<file path="src/rtl/alu_share_pkg.sv">
// Shared types and constants for the two-port ALU sharing arbiter.
// Latency: n/a (declarations only).
// Backpressure: n/a (declarations only).
package alu_share_pkg;

    localparam int DATA_W_DEF = 32;
    localparam int OP_W_DEF   = 4;
    localparam int SH_W_DEF   = 5;

    // Arbiter FSM states
    typedef enum logic [1:0] {
        IDLE  = 2'd0,
        ISSUE = 2'd1,
        RESP  = 2'd2
    } state_t;

    // ALU control encodings, matching the shared ALU instance
    localparam logic [3:0] ALU_AND = 4'b0000;
    localparam logic [3:0] ALU_OR  = 4'b0001;
    localparam logic [3:0] ALU_ADD = 4'b0010;
    localparam logic [3:0] ALU_SUB = 4'b0110;
    localparam logic [3:0] ALU_SLT = 4'b0111;
    localparam logic [3:0] ALU_SLL = 4'b1001;
    localparam logic [3:0] ALU_SRL = 4'b1010;
    localparam logic [3:0] ALU_XOR = 4'b1011;
    localparam logic [3:0] ALU_NOR = 4'b1100;

endpackage

</file>
<file path="src/rtl/rr_arb2.sv">
// Two-input grant selection; ALU_ARB_FIXED_PRIO_EN selects fixed port-0 priority.
// Latency: combinational, grant in the same cycle as the requests.
// Backpressure: none; the caller qualifies the grant with its own busy state.
module rr_arb2 (
    input  logic       [1:0] req,
    input  logic             ptr,
    input  logic             ptr_vld,
    output logic       [1:0] gnt
);

`ifdef ALU_ARB_FIXED_PRIO_EN
    // Pointer is irrelevant when port 0 always has priority
    logic unused_ptr;
    assign unused_ptr = ptr ^ ptr_vld;

    // Fixed priority: port 0 beats port 1 whenever it requests
    always_comb begin
        gnt = 2'b00;
        if (req[0]) begin
            gnt = 2'b01;
        end else if (req[1]) begin
            gnt = 2'b10;
        end
    end
`else
    // Round-robin: a sole requester wins; on a tie the port other than the
    // last-granted one wins. Until the first grant after reset there is no
    // history (ptr_vld low), and port 0 takes the tie.
    always_comb begin
        gnt = req;
        if (req == 2'b11) begin
            gnt = (ptr_vld && (ptr == 1'b0)) ? 2'b10 : 2'b01;
        end
    end
`endif

endmodule

</file>
<file path="src/rtl/alu_share_arbiter.sv">
// Shares one combinational ALU between two requesters with registered operands and results.
// Latency: accept edge to rsp_valid is 2 cycles; one op in flight, best case 1 op per 3 cycles.
// Backpressure: req*_ready low while an op is in flight; response held until rspG_ready.
// Build option: define ALU_ARB_FIXED_PRIO_EN for fixed port-0 priority instead of round-robin.
module alu_share_arbiter
    import alu_share_pkg::*;
#(
    parameter int DATA_W = DATA_W_DEF,
    parameter int OP_W   = OP_W_DEF,
    parameter int SH_W   = SH_W_DEF
) (
    input  logic              clk,
    input  logic              reset,

    input  logic              req0_valid,
    output logic              req0_ready,
    input  logic [OP_W-1:0]   req0_op,
    input  logic [DATA_W-1:0] req0_a,
    input  logic [DATA_W-1:0] req0_b,
    input  logic [SH_W-1:0]   req0_shamt,
    output logic              rsp0_valid,
    input  logic              rsp0_ready,
    output logic [DATA_W-1:0] rsp0_result,
    output logic              rsp0_zero,

    input  logic              req1_valid,
    output logic              req1_ready,
    input  logic [OP_W-1:0]   req1_op,
    input  logic [DATA_W-1:0] req1_a,
    input  logic [DATA_W-1:0] req1_b,
    input  logic [SH_W-1:0]   req1_shamt,
    output logic              rsp1_valid,
    input  logic              rsp1_ready,
    output logic [DATA_W-1:0] rsp1_result,
    output logic              rsp1_zero,

    output logic [DATA_W-1:0] aluIn1,
    output logic [DATA_W-1:0] aluIn2,
    output logic [OP_W-1:0]   aluControl,
    output logic [SH_W-1:0]   shamt,
    input  logic [DATA_W-1:0] aluResult,
    input  logic              zero
);

    state_t            state;
    state_t            state_nxt;
    logic [1:0]        req_vld;
    logic [1:0]        gnt;
    logic              gnt_q;      // port index of the op in flight
    logic              ptr;        // last port whose response completed
    logic              ptr_vld;    // a grant has completed since reset
    logic              accept;
    logic              rsp_done;
    logic [DATA_W-1:0] res_q;
    logic              zero_q;

    assign req_vld = {req1_valid, req0_valid};

    rr_arb2 u_arb (
        .req     (req_vld),
        .ptr     (ptr),
        .ptr_vld (ptr_vld),
        .gnt     (gnt)
    );

    // State register
    always_ff @(posedge clk or posedge reset) begin
        if (reset) begin
            state <= IDLE;
        end else begin
            state <= state_nxt;
        end
    end

    // Next state and handshake outputs; ready is masked during reset so all
    // handshake outputs read 0 while reset is asserted.
    always_comb begin
        state_nxt  = state;
        req0_ready = 1'b0;
        req1_ready = 1'b0;
        rsp0_valid = 1'b0;
        rsp1_valid = 1'b0;
        accept     = 1'b0;
        rsp_done   = 1'b0;
        case (state)
            IDLE: begin
                if (!reset) begin
                    req0_ready = gnt[0];
                    req1_ready = gnt[1];
                end
                if (|req_vld) begin
                    accept    = 1'b1;
                    state_nxt = ISSUE;
                end
            end
            ISSUE: begin
                state_nxt = RESP;
            end
            RESP: begin
                rsp0_valid = ~gnt_q;
                rsp1_valid = gnt_q;
                if (gnt_q ? rsp1_ready : rsp0_ready) begin
                    rsp_done  = 1'b1;
                    state_nxt = IDLE;
                end
            end
            default: begin
                state_nxt = IDLE;
            end
        endcase
    end

    // Latch the winner's operands into the ALU drive registers on acceptance
    always_ff @(posedge clk or posedge reset) begin
        if (reset) begin
            gnt_q      <= 1'b0;
            aluIn1     <= '0;
            aluIn2     <= '0;
            aluControl <= '0;
            shamt      <= '0;
        end else if (accept) begin
            gnt_q      <= gnt[1];
            aluIn1     <= gnt[1] ? req1_a     : req0_a;
            aluIn2     <= gnt[1] ? req1_b     : req0_b;
            aluControl <= gnt[1] ? req1_op    : req0_op;
            shamt      <= gnt[1] ? req1_shamt : req0_shamt;
        end
    end

    // Capture ALU outputs after the operands have been stable for a full cycle
    always_ff @(posedge clk or posedge reset) begin
        if (reset) begin
            res_q  <= '0;
            zero_q <= 1'b0;
        end else if (state == ISSUE) begin
            res_q  <= aluResult;
            zero_q <= zero;
        end
    end

    // Round-robin history advances only when a response completes
    always_ff @(posedge clk or posedge reset) begin
        if (reset) begin
            ptr     <= 1'b0;
            ptr_vld <= 1'b0;
        end else if (rsp_done) begin
            ptr     <= gnt_q;
            ptr_vld <= 1'b1;
        end
    end

    // Both response ports see the captured value; only valid selects the owner
    assign rsp0_result = res_q;
    assign rsp1_result = res_q;
    assign rsp0_zero   = zero_q;
    assign rsp1_zero   = zero_q;

endmodule

</file>
<file path="config.mk">
export PLATFORM = sky130hd
export DESIGN_NAME = alu_share_arbiter
export DESIGN_NICKNAME = d
export VERILOG_FILES = /design/src/rtl/alu_share_pkg.sv /design/src/rtl/rr_arb2.sv /design/src/rtl/alu_share_arbiter.sv
export SDC_FILE = /design/constraint.sdc
export NUM_CORES = 1
export LEC_CHECK = 0
export ABC_CLOCK_PERIOD_IN_PS = 4300
export CAP_MARGIN = 20
export CORE_UTILIZATION = 23
export DETAILED_ROUTE_END_ITERATION = 10
export HOLD_SLACK_MARGIN = 0.02
export PLACE_DENSITY = 0.57
export SLEW_MARGIN = 20
export SYNTH_ARGS = -nofsm -noshare
export SYNTH_HDL_FRONTEND = slang
export SYNTH_HIERARCHICAL = 1
export SYNTH_SLANG_ARGS = --single-unit
</file>
<file path="constraint.sdc">
create_clock -name clk -period 4.3 [get_ports clk]
set_clock_uncertainty 0.2 [all_clocks]
set_input_delay 0.86 -clock clk [delete_from_list [all_inputs] [get_ports clk]]
set_output_delay 0.86 -clock clk [all_outputs]
set_load 0.005 [all_outputs]
</file>
After elaboration in Yosys (flattened, before gate mapping)
Index checks and enable logic that the tools add are counted.
{ "totals": {"in_bits": 185, "regBits": 111, "word_cells": 41} }
{ "op_classes": {"n_reduce_logical": 4, "mux": 20, "eq_ne": 5, "n_bitwise": 2} }
{ "op_table": {"columns": ["op", "n"], "rows": [
  ["$mux 32", 2],
  ["$mux 1", 11],
  ["$mux 2", 4],
  ["$pmux 2 s3", 1],
  ["$mux 5", 1],
  ["$eq 2x2->1 const B", 2],
  ["$mux 4", 1],
  ["$ne 2x2->1 const B", 2],
  ["$eq 2x1->1 const B", 1],
  ["$logic_not 2->1", 1],
  ["$not 1->1", 2],
  ["$reduce_and 2->1", 1],
  ["$reduce_or 2->1", 1],
  ["$logic_and 1x1->1", 1]
]} }

Depth between registers and ports, before layout
Gate-level depths: netlist of run 1.
{ "logic_depth": {"word_depth": 6, "depth_mapped": 6, "mapped_depth_nobuf": 4} }

By module
Netlist of run 1, hierarchy kept.
{ "by_module_without_submodules": {"columns": ["module", "n_inst", "seq_area_each_um2", "cells_per_inst", "area_each_um2"], "rows": [
  ["alu_share_arbiter", 1, 2777.7, 362, 5684.2],
  ["rr_arb2", 1, 0.0, 4, 30.0]
]} }

Least setup slack after synthesis of run 1
Ideal clock, no wire load.
{ "synth_path": {"path_kind": "input to output", "from": "in req0_valid", "to": "out req1_ready", "n_path_buf": 2, "setup_slack_ns": 1.739, "required_ns": 3.240, "path_stages": 5, "t_arrival_ns": 1.501, "cell_sequence": "inv_1 -> o21a_1 -> buf_6 -> buf_6 -> and2_1"} }
{ "synth_via": {"elab_chain_cells": 4} }
{ "synth_lines": {"columns": ["element", "line", "text"], "rows": [
  ["start, declared", "alu_share_arbiter.sv:15", "input logic req0_valid,"],
  ["$eq 2x2->1", "rr_arb2.sv:31", "if (req == 2'b11) begin"],
  ["$mux 2", "rr_arb2.sv:31", null],
  ["via gnt[1]", "alu_share_arbiter.sv:48", "logic [1:0] gnt;"],
  ["$mux 1", "alu_share_arbiter.sv:87", "if (!reset) begin"],
  ["$mux 1", "alu_share_arbiter.sv:85", "case (state)"],
  ["end, declared", "alu_share_arbiter.sv:27", "output logic req1_ready,"]
]} }
The timed path passes the listed nets, and every way through them passes these cells.

Worst setup path in the final report of run 1
Same ends and word-level chain as after synthesis.

==> impl_metrics.ini, run 1 <==
[placed_design]
gp_congestion = 0.8072
io_buffers = 327
pre_cts_slack_ns = 1.054
dp_hpwl_um = 11870

[worst_setup_path]
r2r_start = state[1]
worst-path-buf-inv = 3
cp_num_cells = 5
critPathRequiredTime_ns = 3.24
cpPeakStageDelay_ns = 0.47
cp_top_family = buffers and inverters
slowest_stage = clkdlybuf4s50_1
ff2ff_path_depth = 3
critPathLaunch = req0_valid
startpoint_type = primary input
worstPathArrival_ns = 2.20
cp_cell_sequence = clkdlybuf4s50_1, inv_1, o21a_4, and2_1, clkdlybuf4s50_1
crit_type = in -> out
cpMostUsedCell = clkdlybuf4s50_1
endpoint_kind = primary output
cp_max_fo = 2

[detailed_routing]
avgRoutedWirePerCell_um = 15.57
drt-initial-drc-count = 74
drc = 0
drt-total-wl_um = 15400
antenna_left = 0
vias = 4008
via_per_inst = 4.053
drt_first_pass_iters = 4

[logic_synthesis]
yosysTopAreaCellShare = 0.4861
yosysTopAreaCell = dfrtp_1
synth_area_leaders = dfrtp_1 49%, mux2_4 23%, mux2_2 16%
syn_avg_cell_area_um2 = 15.61
ys_ff_latch = 111
async_flop_share = 1.000
synth_area_um2 = 5714
ys_types = 22
syn-num-nets = 551
synth_top_flop_cell = dfrtp_1
synthCells = 366
synth-edff-count = 0
ys.warnings.count = 6
seq_area_frac_synth = 0.4861

[sta]
hold_viol = 0
max_slew_margin = 0.4062
drv_slew = 0
fin_crit_ns = 3.257
fin_crit_sh = 0.7574
max_clock_freq_mhz = 307.0
finalSetupViolations = 0
fin_tns_setup_ns = 0
worstMarginPinSlew_ns = 0.8907
rsz0062_at_grt = no
setup_ws_ns = 1.043

[clock_network]
cts_max_path_buffers = 2
cts_resized = 0
cts_tree = built
numCtsBuffers = 9
clkSinkCount = 111
insertion_delay_ns = 0.34
clkSlewWorstSetupHoldPaths_ns = 0.07
cts_htree_levels = 3
postCtsSetupBuffers = 0
cts-hold-fix-buffers = 0
cts-root-buf = clkbuf_16

[global_routing]
grt_max_degree = 75
antenna_found_initial = 0
grt_usage = 0.1222
grt_pass1_wl_um = 24160
grt_overflow = 0
grt_pass1_vias = 4406

[layout]
final_nets = 845
antennaDiodeCount = 0
fin_util = 0.3866
drive_gt1_frac = 0.3038
area_growth_pct = 64.53

[die]
ios = 328
placementRows = 57
die_w_um = 159.6
die_h_um = 159.6
core_um2 = 24320
initial_utilization = 0.2350
dieArea_um2 = 25480

[worst_hold_path]
min_path_type = reg -> reg
hold_path_depth = 1
hp-start = aluIn1[10]

[power_and_ir_drop]
leakage_uw = 0.003920
vdd_drop_max_v = 0.0002520
powerDensity_nw_per_um2 = 650.9

[run_status]
outcome = completed

[run]
maxCapViolCount = 0
==> cell usage after synthesis (2+ instances only) <==
cell	n
and2_1	2
buf_4	36
mux2_1	9
buf_2	5
o21ai_0	3
mux2_2	83
buf_8	5
mux2_4	88
dfrtp_1	111
nand2b_1	2
buf_6	7
nor2_1	2
inv_1	4
==> state kept, by name, indices dropped and copies added, names as in the netlist <==
signal,cells
ptr,1
aluControl,4
rsp0_zero,1
rsp0_result,32
ptr_vld,1
gnt_q,1
aluIn1,32
aluIn2,32
state,2
shamt,5
==> area by class of cell <==
type / count / area (um^2)
fill: 2292 / 14920
timing repair buffer: 336 / 3378
sequential: 111 / 2778
multi-input combinational: 198 / 2489
tap: 324 / 405.4
clock buffer: 9 / 225.2
clock inverter: 7 / 108.9
inverter: 4 / 17.52
==> where the power goes <==
group	switching, uW	internal, uW	total (uW)
Clock	415	526	941
Combinational	948	2260	3210
Sequential	380	1590	1970
==> cells in the final DEF (no fill, tap or decap), drive strengths merged <==
| master | instances |
|---|---|
| nor2 | 2 |
| and3 | 1 |
| bufinv | 2 |
| buf | 9 |
| o21a | 1 |
| nand2 | 1 |
| a31o | 1 |
| clkbuf | 9 |
| nand2b | 2 |
| and2 | 2 |
| o21ai | 3 |
| o31ai | 1 |
| dfrtp | 111 |
| nor3 | 2 |
| mux2 | 180 |
| inv | 9 |
| a21oi | 1 |
| clkdlybuf4s50 | 327 |
| nor2b | 1 |
==> cell families after synthesis <==
kind of cell | count (synthesis) | synth area share
DFF | 111 | 0.4861
AOI/OAI and AO/OA | 7 | 0.007663
buffers and inverters | 57 | 0.08123
muxes | 180 | 0.4125
and+or+nand+nor | 11 | 0.01248
==> worst register-to-register path, cell delays in order (launching register included) <==
cell,delay (ns)
dfrtp_1,0.48
nor3_4,0.74
buf_12,0.32
mux2_2,0.41
==> per-layer routing <==
metal | global-route usage | share of wire
met1 | 0.1273 | 0.37
met2 | 0.2279 | 0.53
met3 | 0.03481 | 0.074
met4 | 0.05157 | 0.024
met5 | 0 | 0
==> stage by stage <==
stage                     hold WS, ns  area (um^2)  instances  power [uW]
final                          0.2955         9402        989        6120
after detailed placement       0.2900         9067        973        5253
after global placement         0.2540         9067        973        5192
after global routing           0.3254         9402        989        6482
after CTS                      0.3082         9402        989        6243
after floorplan                0.2423         5714        366        3637
==> final timing paths <==
kind | to | slack, ns
setup / recovery | req1_ready | 1.04
hold / removal | aluIn1[10] | 0.30
setup reg to reg | aluIn1[31] | 2.04
hold reg to reg | aluIn1[10] | 0.30
max in group asynchronous | aluIn2[9] | 2.32
min in group asynchronous | aluIn1[15] | 0.78
Power figures use the tool's default switching activity.
==> run 2: changes to the inputs <==
ABC_CLOCK_PERIOD_IN_PS = 3000   (was 4300)
clock period = 3 ns   (was 4.3 ns; I/O delays follow)
==> impl_metrics.ini, run 2 (same netlist as run 1, synthesis figures left out) <==
[worst_setup_path]
cpMostUsedCell = clkdlybuf4s50_1
r2r_start = ptr
cp_cell_sequence = clkdlybuf4s50_1, inv_1, o21a_4, and2_1, clkdlybuf4s50_1
crit_type = in -> out
cpPeakStageDelay_ns = 0.48
worstPathArrival_ns = 1.95
startpoint_type = primary input
cp_num_cells = 5
critPathLaunch = req0_valid
ff2ff_path_depth = 5
endpoint_kind = primary output
slowest_stage = clkdlybuf4s50_1
cp_max_fo = 3
cp_top_family = buffers and inverters
worst-path-buf-inv = 3
critPathRequiredTime_ns = 2.20

[sta]
hold_ws_ns = 0.2829
fin_crit_ns = 2.752
max_clock_freq_mhz = 363.3
worstMarginPinSlew_ns = 0.8273
fin_tns_setup_ns = 0
finalSetupViolations = 0
fin_crit_sh = 0.9175
rsz0062_at_grt = no
drv_slew = 0
max_slew_margin = 0.4485
setup_ws_ns = 0.2476
hold_viol = 0

[worst_hold_path]
hp-start = ptr_vld
hold_path_depth = 1
min_path_type = reg -> reg

[placed_design]
gp_congestion = 0.8052
post-place-cells = 969
dp_hpwl_um = 11340
pre_cts_slack_ns = 0.2587
io_buffers = 327

[run_status]
outcome = completed

[clock_network]
clkSlewWorstSetupHoldPaths_ns = 0.07
cts_resized = 0
clkSinkCount = 111
cts_tree = built
cts_max_path_buffers = 2
cts_htree_levels = 3
postCtsSetupBuffers = 0
cts-root-buf = clkbuf_16
insertion_delay_ns = 0.35
cts-hold-fix-buffers = 0
numCtsBuffers = 9

[power_and_ir_drop]
vdd_drop_max_v = 0.0004298
leakage_uw = 0.003880
powerDensity_nw_per_um2 = 920.3

[die]
initial_utilization = 0.2350
die_h_um = 159.6
die_w_um = 159.6
ios = 328
core_um2 = 24320
dieArea_um2 = 25480
placementRows = 57

[global_routing]
grt_pass1_vias = 4259
grt_pass1_wl_um = 23840
grt_overflow = 0
antenna_found_initial = 0
grt_usage = 0.1196
grt_max_degree = 112

[detailed_routing]
via_per_inst = 4.042
avgRoutedWirePerCell_um = 15.32
vias = 3977
drt-total-wl_um = 15080
antenna_left = 0
drt-initial-drc-count = 69
drt_first_pass_iters = 4
drc = 0

[layout]
drive_gt1_frac = 0.2985
antennaDiodeCount = 0
final_nets = 841
final_common_cell = clkdlybuf4s50_1
layout_common_cells = 327 x clkdlybuf4s50_1, 111 x dfrtp_1, 88 x mux2_4
fill_cells = 2316
layout.cells.non_filler = 984
area_growth_pct = 63.46

[run]
maxCapViolCount = 0
[run 2: metal layers]
layer	part of all wire	GRT usage	up-vias
met3	0.071	0.03714	15
met5	0	0	-
met4	0.014	0.03846	0
met1	0.39	0.1339	1938
li1	-	-	1825
met2	0.53	0.2146	199
[run 2: worst register-to-register path, delay by kind of cell (launching register included)]
family | cells | cell delay, ns
AOI/OAI and AO/OA | 1 | 0.16
buffers and inverters | 1 | 0.32
DFF | 1 | 0.42
muxes | 2 | 0.76
and+or+nand+nor | 1 | 0.16
[run 2: path summary, 6_finish.rpt]
check | slack [ns] | endpoint
min in group asynchronous | 0.60 | aluIn1[16]
hold / removal | 0.28 | ptr_vld
setup / recovery | 0.25 | req1_ready
max in group asynchronous | 1.48 | aluIn1[1]
setup reg to reg | 0.90 | aluIn1[30]
hold reg to reg | 0.28 | ptr_vld
[run 2: cell type report]
type	instances	area, um^2	area share
multi-input cells	198	2489	0.2664
clock inverters	6	76.32	0.008171
flip-flops and latches	111	2778	0.2974
repair buffers	332	3348	0.3585
well taps	324	405.4	0.04340
inverters	4	18.77	0.002009
clock buffers	9	225.2	0.02411
[run 2: power breakdown]
group	switching, uW	total, uW	internal, uW	leakage (uW)
clock	586	1250	660	0.000148
combinational	1340	4550	3210	0.00244
sequential	527	2800	2280	0.00129
[run 2: per-stage QoR]
| step | util | total power, uW | area, um^2 |
|---|---|---|---|
| floorplan | - | 5213 | 5718 |
| global placement | 0.3717 | 7384 | 9039 |
| detailed placement | 0.3717 | 7449 | 9039 |
| CTS | 0.3841 | 8776 | 9340 |
| global route | 0.3841 | 9124 | 9340 |
| finish | 0.3841 | 8596 | 9340 |
